<file path="config.mk">
export PLATFORM = sky130hd
export DESIGN_NAME = rx_slip_demod
export DESIGN_NICKNAME = d
export VERILOG_FILES = /design/src/rtl/rx_slip_demod.sv
export SDC_FILE = /design/constraint.sdc
export NUM_CORES = 1
export LEC_CHECK = 0
export CAP_MARGIN = 20
export CORE_ASPECT_RATIO = 0.5
export CORE_UTILIZATION = 68
export CTS_BUF_LIST = sky130_fd_sc_hd__clkbuf_4
export CTS_CLUSTER_SIZE = 14
export DETAILED_ROUTE_END_ITERATION = 12
export PLACE_DENSITY_LB_ADDON = 0.3
export SKIP_CTS_REPAIR_TIMING = 1
export SYNTH_ARGS = -nofsm -noshare
export SYNTH_HDL_FRONTEND = slang
export SYNTH_SLANG_ARGS = --single-unit
</file>
<file path="constraint.sdc">
create_clock -name clk -period 12.9 [get_ports clk]
set_clock_uncertainty 0.2 [all_clocks]
set_input_delay 1.935 -clock clk [delete_from_list [all_inputs] [get_ports clk]]
set_output_delay 1.935 -clock clk [all_outputs]
set_load 0.05 [all_outputs]
</file>
<file path="src/rtl/rx_slip_demod.sv">
// Baseband VLC receiver: DC-tracking slicer, one-sample slip symbol timing recovery,
// sync-word hunt and payload bit counting with a sticky frame-complete flag.
module rx_slip_demod #(
    parameter int          WIDTH        = 10,
    parameter int          SPS          = 8,
    parameter int          THR_SHIFT    = 4,
    parameter logic [15:0] SYNC_WORD    = 16'hA5C3,
    parameter int          PAYLOAD_BITS = 64
) (
    input  logic             clk,
    input  logic             reset,
    input  logic [WIDTH-1:0] i_rx_in,
    output logic             o_done_ind,
    output logic             o_bit,
    output logic             o_bit_valid,
    output logic             o_locked
);
    localparam int ACC_W = WIDTH + THR_SHIFT;
    localparam int HALF  = SPS / 2;
    localparam int CW    = $clog2(SPS + 2);
    localparam int BCW   = $clog2(PAYLOAD_BITS + 1);
    localparam logic [ACC_W-1:0] ACC_MID  = ACC_W'(1) << (ACC_W - 1);
    localparam logic [CW-1:0]    SPS_C    = CW'(SPS);
    localparam logic [CW-1:0]    HALF_C   = CW'(HALF);
    localparam logic [BCW-1:0]   LAST_BIT = BCW'(PAYLOAD_BITS - 1);

    typedef enum logic [1:0] {HUNT, PAYLOAD, DONE} state_t;

    state_t           state;
    logic [ACC_W-1:0] acc;
    logic [ACC_W-1:0] acc_next;
    logic [WIDTH-1:0] thr;
    logic             slice;
    logic [CW-1:0]    phase;
    logic [CW-1:0]    win_len;
    logic [CW-1:0]    ones_cnt;
    logic [CW-1:0]    first_cnt;
    logic [CW-1:0]    ones_tot;
    logic [CW-1:0]    first_tot;
    logic [CW-1:0]    last_ones;
    logic [CW-1:0]    e_cnt;
    logic [CW-1:0]    l_cnt;
    logic [CW-1:0]    next_len;
    logic [HALF-2:0]  hist;
    logic [HALF-1:0]  hist_ext;
    logic [14:0]      shreg;
    logic [15:0]      new_shreg;
    logic [BCW-1:0]   bit_cnt;
    logic             win_end;
    logic             b;

    always_comb begin
        thr      = acc[ACC_W-1:THR_SHIFT];
        slice    = (i_rx_in >= thr);
        // acc >= thr << THR_SHIFT, so the subtraction cannot underflow
        acc_next = ACC_W'({1'b0, acc} + (ACC_W+1)'(i_rx_in) - (ACC_W+1)'(thr));

        ones_tot  = ones_cnt + CW'(slice);
        first_tot = first_cnt + ((phase < HALF_C) ? CW'(slice) : '0);
        hist_ext  = {hist, slice};
        last_ones = '0;
        for (int i = 0; i < HALF; i++) begin
            last_ones = last_ones + CW'(hist_ext[i]);
        end

        b     = (ones_tot > HALF_C);
        e_cnt = b ? (HALF_C - first_tot) : first_tot;
        l_cnt = b ? (HALF_C - last_ones) : last_ones;

        // a slipped window is always followed by a nominal one
        if (win_len != SPS_C) begin
            next_len = SPS_C;
        end else if (e_cnt > l_cnt + CW'(1)) begin
            next_len = SPS_C + CW'(1);
        end else if (l_cnt > e_cnt + CW'(1)) begin
            next_len = SPS_C - CW'(1);
        end else begin
            next_len = SPS_C;
        end

        win_end   = (phase == win_len - CW'(1));
        new_shreg = {shreg, b};
    end

    always_ff @(posedge clk) begin
        if (reset) begin
            acc         <= ACC_MID;
            phase       <= '0;
            win_len     <= SPS_C;
            ones_cnt    <= '0;
            first_cnt   <= '0;
            hist        <= '0;
            shreg       <= '0;
            bit_cnt     <= '0;
            state       <= HUNT;
            o_done_ind  <= 1'b0;
            o_bit       <= 1'b0;
            o_bit_valid <= 1'b0;
            o_locked    <= 1'b0;
        end else begin
            acc         <= acc_next;
            hist        <= hist_ext[HALF-2:0];
            o_bit_valid <= 1'b0;
            if (win_end) begin
                phase       <= '0;
                ones_cnt    <= '0;
                first_cnt   <= '0;
                win_len     <= next_len;
                o_bit       <= b;
                o_bit_valid <= 1'b1;
                shreg       <= new_shreg[14:0];
                case (state)
                    HUNT: begin
                        if (new_shreg == SYNC_WORD) begin
                            state    <= PAYLOAD;
                            o_locked <= 1'b1;
                            bit_cnt  <= '0;
                        end
                    end
                    PAYLOAD: begin
                        if (bit_cnt == LAST_BIT) begin
                            state      <= DONE;
                            o_done_ind <= 1'b1;
                        end else begin
                            bit_cnt <= bit_cnt + BCW'(1);
                        end
                    end
                    default: state <= DONE;
                endcase
            end else begin
                phase     <= phase + CW'(1);
                ones_cnt  <= ones_tot;
                first_cnt <= first_tot;
            end
        end
    end

endmodule

</file>
# Yosys cells after proc, flatten, opt, wreduce, memory -nomap -nowiden
# Cells that the tools add are included.
# word_totals
output_inout_bits,4
in_bits,12
register_bits,61
# classes
eq_ne,8
n_addsub,14
order_cmp,5
reduce_logical,7
n_mux,13
# ops
operator,n
4-bit two-way mux,5
16-bit equality test (second input constant),1
14-bit by 10-bit adder with 14-bit output,1
7-bit two-way mux,2
7-bit case mux with 2 select lines,1
14-bit by 10-bit subtractor with 14-bit output,1
4-bit by 1-bit adder with 4-bit output (second input constant),3
10-bit >= comparator,1
3-bit AND reduction,3
4-bit by 1-bit adder with 4-bit output,2
4-bit greater-than comparator,2
3-bit by 4-bit subtractor with 4-bit output (first input constant),2
7-bit by 1-bit adder with 7-bit output (second input constant),1
7-bit by 6-bit equality test with 1-bit output (second input constant),1
2-bit inequality test (second input constant),3
3-bit by 1-bit adder with 4-bit output,1
4-bit equality test,1
4-bit by 3-bit greater-than comparator with 1-bit output (second input constant),1
4-bit by 3-bit less-than comparator with 1-bit output (second input constant),1
2-bit two-way mux,2
4-bit inequality test (second input constant),1
2-bit case mux with 2 select lines,1
4-bit AND reduction,1
4-bit by 1-bit subtractor with 4-bit output (second input constant),1
other kinds (7),8

# Logic depth before layout (Yosys ltp)
# logic_depth
word_depth,10
ltp_mapped,25
ltp_nobuf,24

# Worst setup path before layout
# OpenSTA, ideal clock, no wires.
# synth_path
path_kind,input -> register
from,input i_rx_in[0]
to,register win_len[0]
setup_ns,0.117
cell_stages,23
t_required_ns,12.583
slack_ns,6.599
arrival_time_ns,5.984
cell_sequence,inv_1 > ha_1 > nand2b_1 > a211o_1 > a21oi_1 > o21ai_0 > a31oi_1 > inv_1 > fa_1 > ha_1 > ha_1 > inv_1 > ha_1 > a21o_1 > ha_1 > inv_1 > ha_1 > nor2b_1 > o21a_1 > o21a_1 > o21ai_0 > nand2_1 > a32o_1
# synth_between
elab_chain_len,10
elab_cells_between_ends,19
classes_between,add/sub: 9; order compare: 4; mux: 6
# synth_lines
item,line_no,text
from (decl),12,"input logic [WIDTH-1:0] i_rx_in,"
10-bit >= comparator (*),54,slice = (i_rx_in >= thr);
net slice,33,logic slice;
1-bit by 1-bit adder with 2-bit output / 1-bit two-way mux (equally long branches),"63, 59",
2-bit by 1-bit adder with 3-bit output / 4-bit by 1-bit adder with 4-bit output (equally long branches),"63, 59",
3-bit by 1-bit adder with 4-bit output / 3-bit by 4-bit subtractor with 4-bit output (equally long branches),"63, 67",
3-bit by 4-bit subtractor with 4-bit output / 4-bit two-way mux (equally long branches),"68, 67",
4-bit two-way mux / 4-bit by 1-bit adder with 4-bit output (equally long branches),"68, 75",
4-bit by 1-bit adder with 4-bit output / 4-bit greater-than comparator (equally long branches),"73, 75",
4-bit greater-than comparator / 4-bit two-way mux (equally long branches),"73, 75",
4-bit two-way mux (*),73,end else if (e_cnt > l_cnt + CW'(1)) begin
4-bit two-way mux (*),71,if (win_len != SPS_C) begin
to (signal assigned),108,win_len <= next_len;
to (decl),35,logic [CW-1:0] win_len;
# The timed path passes the listed nets; every way through them passes the cells marked *.
# A chain may end at the register's enable or synchronous reset.

# Worst setup path after layout
# Ends and elaborated chain as after synthesis.

==> results.md <==
* CTS tree: done
* Outcome: finished, final reports clean
* Initial antenna violation count at 0
* WL per Instance at 13.98 µm
* Latest clock arrival within the worst-skew pair at 390 ps
* DR DRC count at 0
* Ys async rst share at 0%
* Post-synth EDFFs at 0
* Detail Route Antenna Nets at 0
* Max rail drop VDD at approximately 0.22 mV
* Post-synth top area share at 31.71%
* First-pass GRT wire length at 11.76 mm
* Sequential fraction of the synthesis area at 31.71%
* Setup WS post-layout at 6105 ps
* Clk Tree Root Cell: clkbuf_4
* Place WS at 5711 ps
* RSZ-0062 raised after global routing: false
* Clock Sink Count at 59
* Max-cap violation count at 0
* Fin nets at 504
* Post-Route WL at around 7.1 mm
* Element type at the critical path end: flop
* Io pins at 16
* R2R depth at 22
* Net Sw Frac at 44.22%
* Row count at 18
* Slew at the pin closest to its max-slew limit at 516.8 ps
* List of most frequent post-synthesis cells: 59 x dfxtp_1, 57 x inv_1, 52 x nor2_1, 47 x ha_1
* Clock-pin slew of the registers on the worst-case setup and hold paths at about 100 ps
* Yosys Warn Count at 0
* Die height at 54.34 µm
* Netlist cell types at 54
* GRT Total Usage at between 20% and 30%
* Post-synth top area cell: dfxtp_1
* Startpoint Class: primary input
* Most frequent cell after synthesis: dfxtp_1
* Cell internal pwr at between 500 and 600 µW
* Hold Path Stages at 2
* Initial core utilization at between 70% and 80%
* Core area at 5090 µm²
* Vias in the first global route at ~2700
* Bufs on Longest Clock Path at 2
* Final setup violation count at 0
* Worst-path fanout max at 3
* Diodes inserted at 0
* Critical Path RT at 12980 ps
* Remaining global-route overflow at 0
* Fin crit period at around 6800 ps
* Area grow syn2layout at 9.439%
* Routability Congestion at ~0.93
* Vias post-DR at 2864
* Fillers at 329
* PortBufs at 15
* Synthesized Nets at between 400 and 500
* Hold wc startpoint: o_locked
* Relative slew margins at between 60 and 70%
* Setup TNS at 0 ps
* Highest Clock Rate at 147.2 MHz
* Comb power frac at 65.0%
* FF+latch count, synth at 59
* Die area at approximately 5800 µm²
* Power Dens Cells at approximately 250 nW/µm²
* Max H-tree Level at 3
* Mapped Area at ~3700 µm²
* HPWL after DPL at approximately 5.5 mm
* Top post-synthesis cells by area: dfxtp_1 32%, ha_1 16%, fa_1 5.9%
* Switch Pwr at 454.8 µW
* Worst flop-to-flop path startpoint: acc[10]
* Share of cells above drive strength 1 at 4.784%
* R2r setup slk at 7720 ps
* Largest net degree at the start of global routing at 40
* DRT Pass-1 Iters at 4
* Worst hold-check path type: flop to flop
* Crit share post-route at 52.67%
* Mapped Cells at 414
* Crit Path Category: primary input to flop
* Pleak at 1.960 nW
* Max Slew Vio Count at 0
* Clock share of power at 12.6%
* Main flop type after synthesis: dfxtp_1
* CTS buffer count at 9
* Worst path arrival time at 6880 ps
* Die W at 106.7 µm
* R2r endpoint: win_len[0]
* Hold EP: o_locked
* Flop pwr share at about 22%
* Via density at 5.627
* Syn_area_per_cell at 8.997 µm²
* Final Hold Viols at 0
* Starting DRT DRC Count at 119
## critical path, stage by stage
cell and delay (ps):
clkdlybuf4s50_1 480, inv_1 50, ha_1 270, nand2b_1 140, a211o_1 290, a21oi_1 110
o21ai_0 90, a31oi_1 360, inv_1 140, fa_1 450, ha_1 210, ha_1 280
inv_1 60, ha_1 300, a21o_1 190, ha_1 280, inv_1 40, ha_1 280
nor2b_1 140, o21a_1 160, o21a_1 150, o21ai_0 200, nand2_1 80, a32o_1 220
## routing by layer
| layer | part of all wire, % | global-route usage [%] |
|---|---|---|
| met5 | 0 | 0 |
| met4 | 0.89 | 7.534 |
| met3 | 3.3 | 6.190 |
| met2 | 49 | 49.14 |
| met1 | 46 | 31.69 |
## power by group through the flow
stage / logic, mW / registers, mW / clock network, mW
after global placement: 0.615 / 0.233 / 0
after global routing: 0.761 / 0.232 / 0.138
after CTS: 0.660 / 0.230 / 0.131
after detailed placement: 0.653 / 0.234 / 0
after floorplan: 0.529 / 0.230 / 0
final: 0.669 / 0.230 / 0.130
## cells by family after synthesis
logic type               synth area share, %
buffers and inverters                  6.550
AO/OA/AOI/OAI                          12.46
AND/OR/NAND/NOR                        15.99
adder cells (fa/ha/maj)                21.70
flip-flops                             31.71
XOR/XNOR                               6.953
multiplexers                           4.635
## area by class of cell
class / instances / area (µm²) / share of cell area, %
multi-input combinational: 291 / 2300 / 56.42
inverter: 57 / 214.0 / 5.249
sequential: 59 / 1181 / 28.97
clock inverter: 7 / 68.82 / 1.688
clock buffer: 9 / 67.56 / 1.657
tap: 70 / 87.58 / 2.149
timing repair buffer: 16 / 157.7 / 3.867
## stage by stage
step	power, mW	hold slack, ps	cells	area (µm²)	util (%)
finish	1.028	252.8	509	4076	80.09
global route	1.132	280.2	509	4076	80.09
CTS	1.020	259.2	509	4076	80.09
detailed placement	0.8876	245.6	493	3940	77.41
global placement	0.8481	235.9	493	3940	77.41
floorplan	0.7590	239.6	414	3725	-
## placed cells by master (no fill, tap or decap), drive strengths merged, types with 9 or more instances in the layout
master	n
o21ai	17
mux2i	15
fa	11
xor2	12
clkbuf	9
nand2	15
a21oi	16
ha	47
dfxtp	59
nor2	53
xnor2	15
clkdlybuf4s50	15
inv	57
## flip-flops by register name (all words and copies together), names as in the netlist
| name | cells |
|---|---|
| acc | 14 |
| bit_cnt | 7 |
| first_cnt | 4 |
| hist | 3 |
| o_bit_valid | 1 |
| o_done_ind | 1 |
| o_locked | 1 |
| ones_cnt | 4 |
| phase | 4 |
| shreg | 15 |
| state | 2 |
| win_len | 3 |
## worst max path at each step
stage | startpoint | endpoint | slack, ps | cells after the start
3_3_place_gp | i_rx_in[0] | win_len[0] | 5880 | 24
4_1_cts | i_rx_in[0] | win_len[0] | 6140 | 24
3_5_place_dp | i_rx_in[0] | win_len[0] | 5710 | 24
6_report | i_rx_in[0] | win_len[0] | 6100 | 24
5_1_grt | i_rx_in[0] | win_len[0] | 5780 | 24
2_1_floorplan | i_rx_in[0] | win_len[0] | 6600 | 23
(Power assumes the default switching activity.)
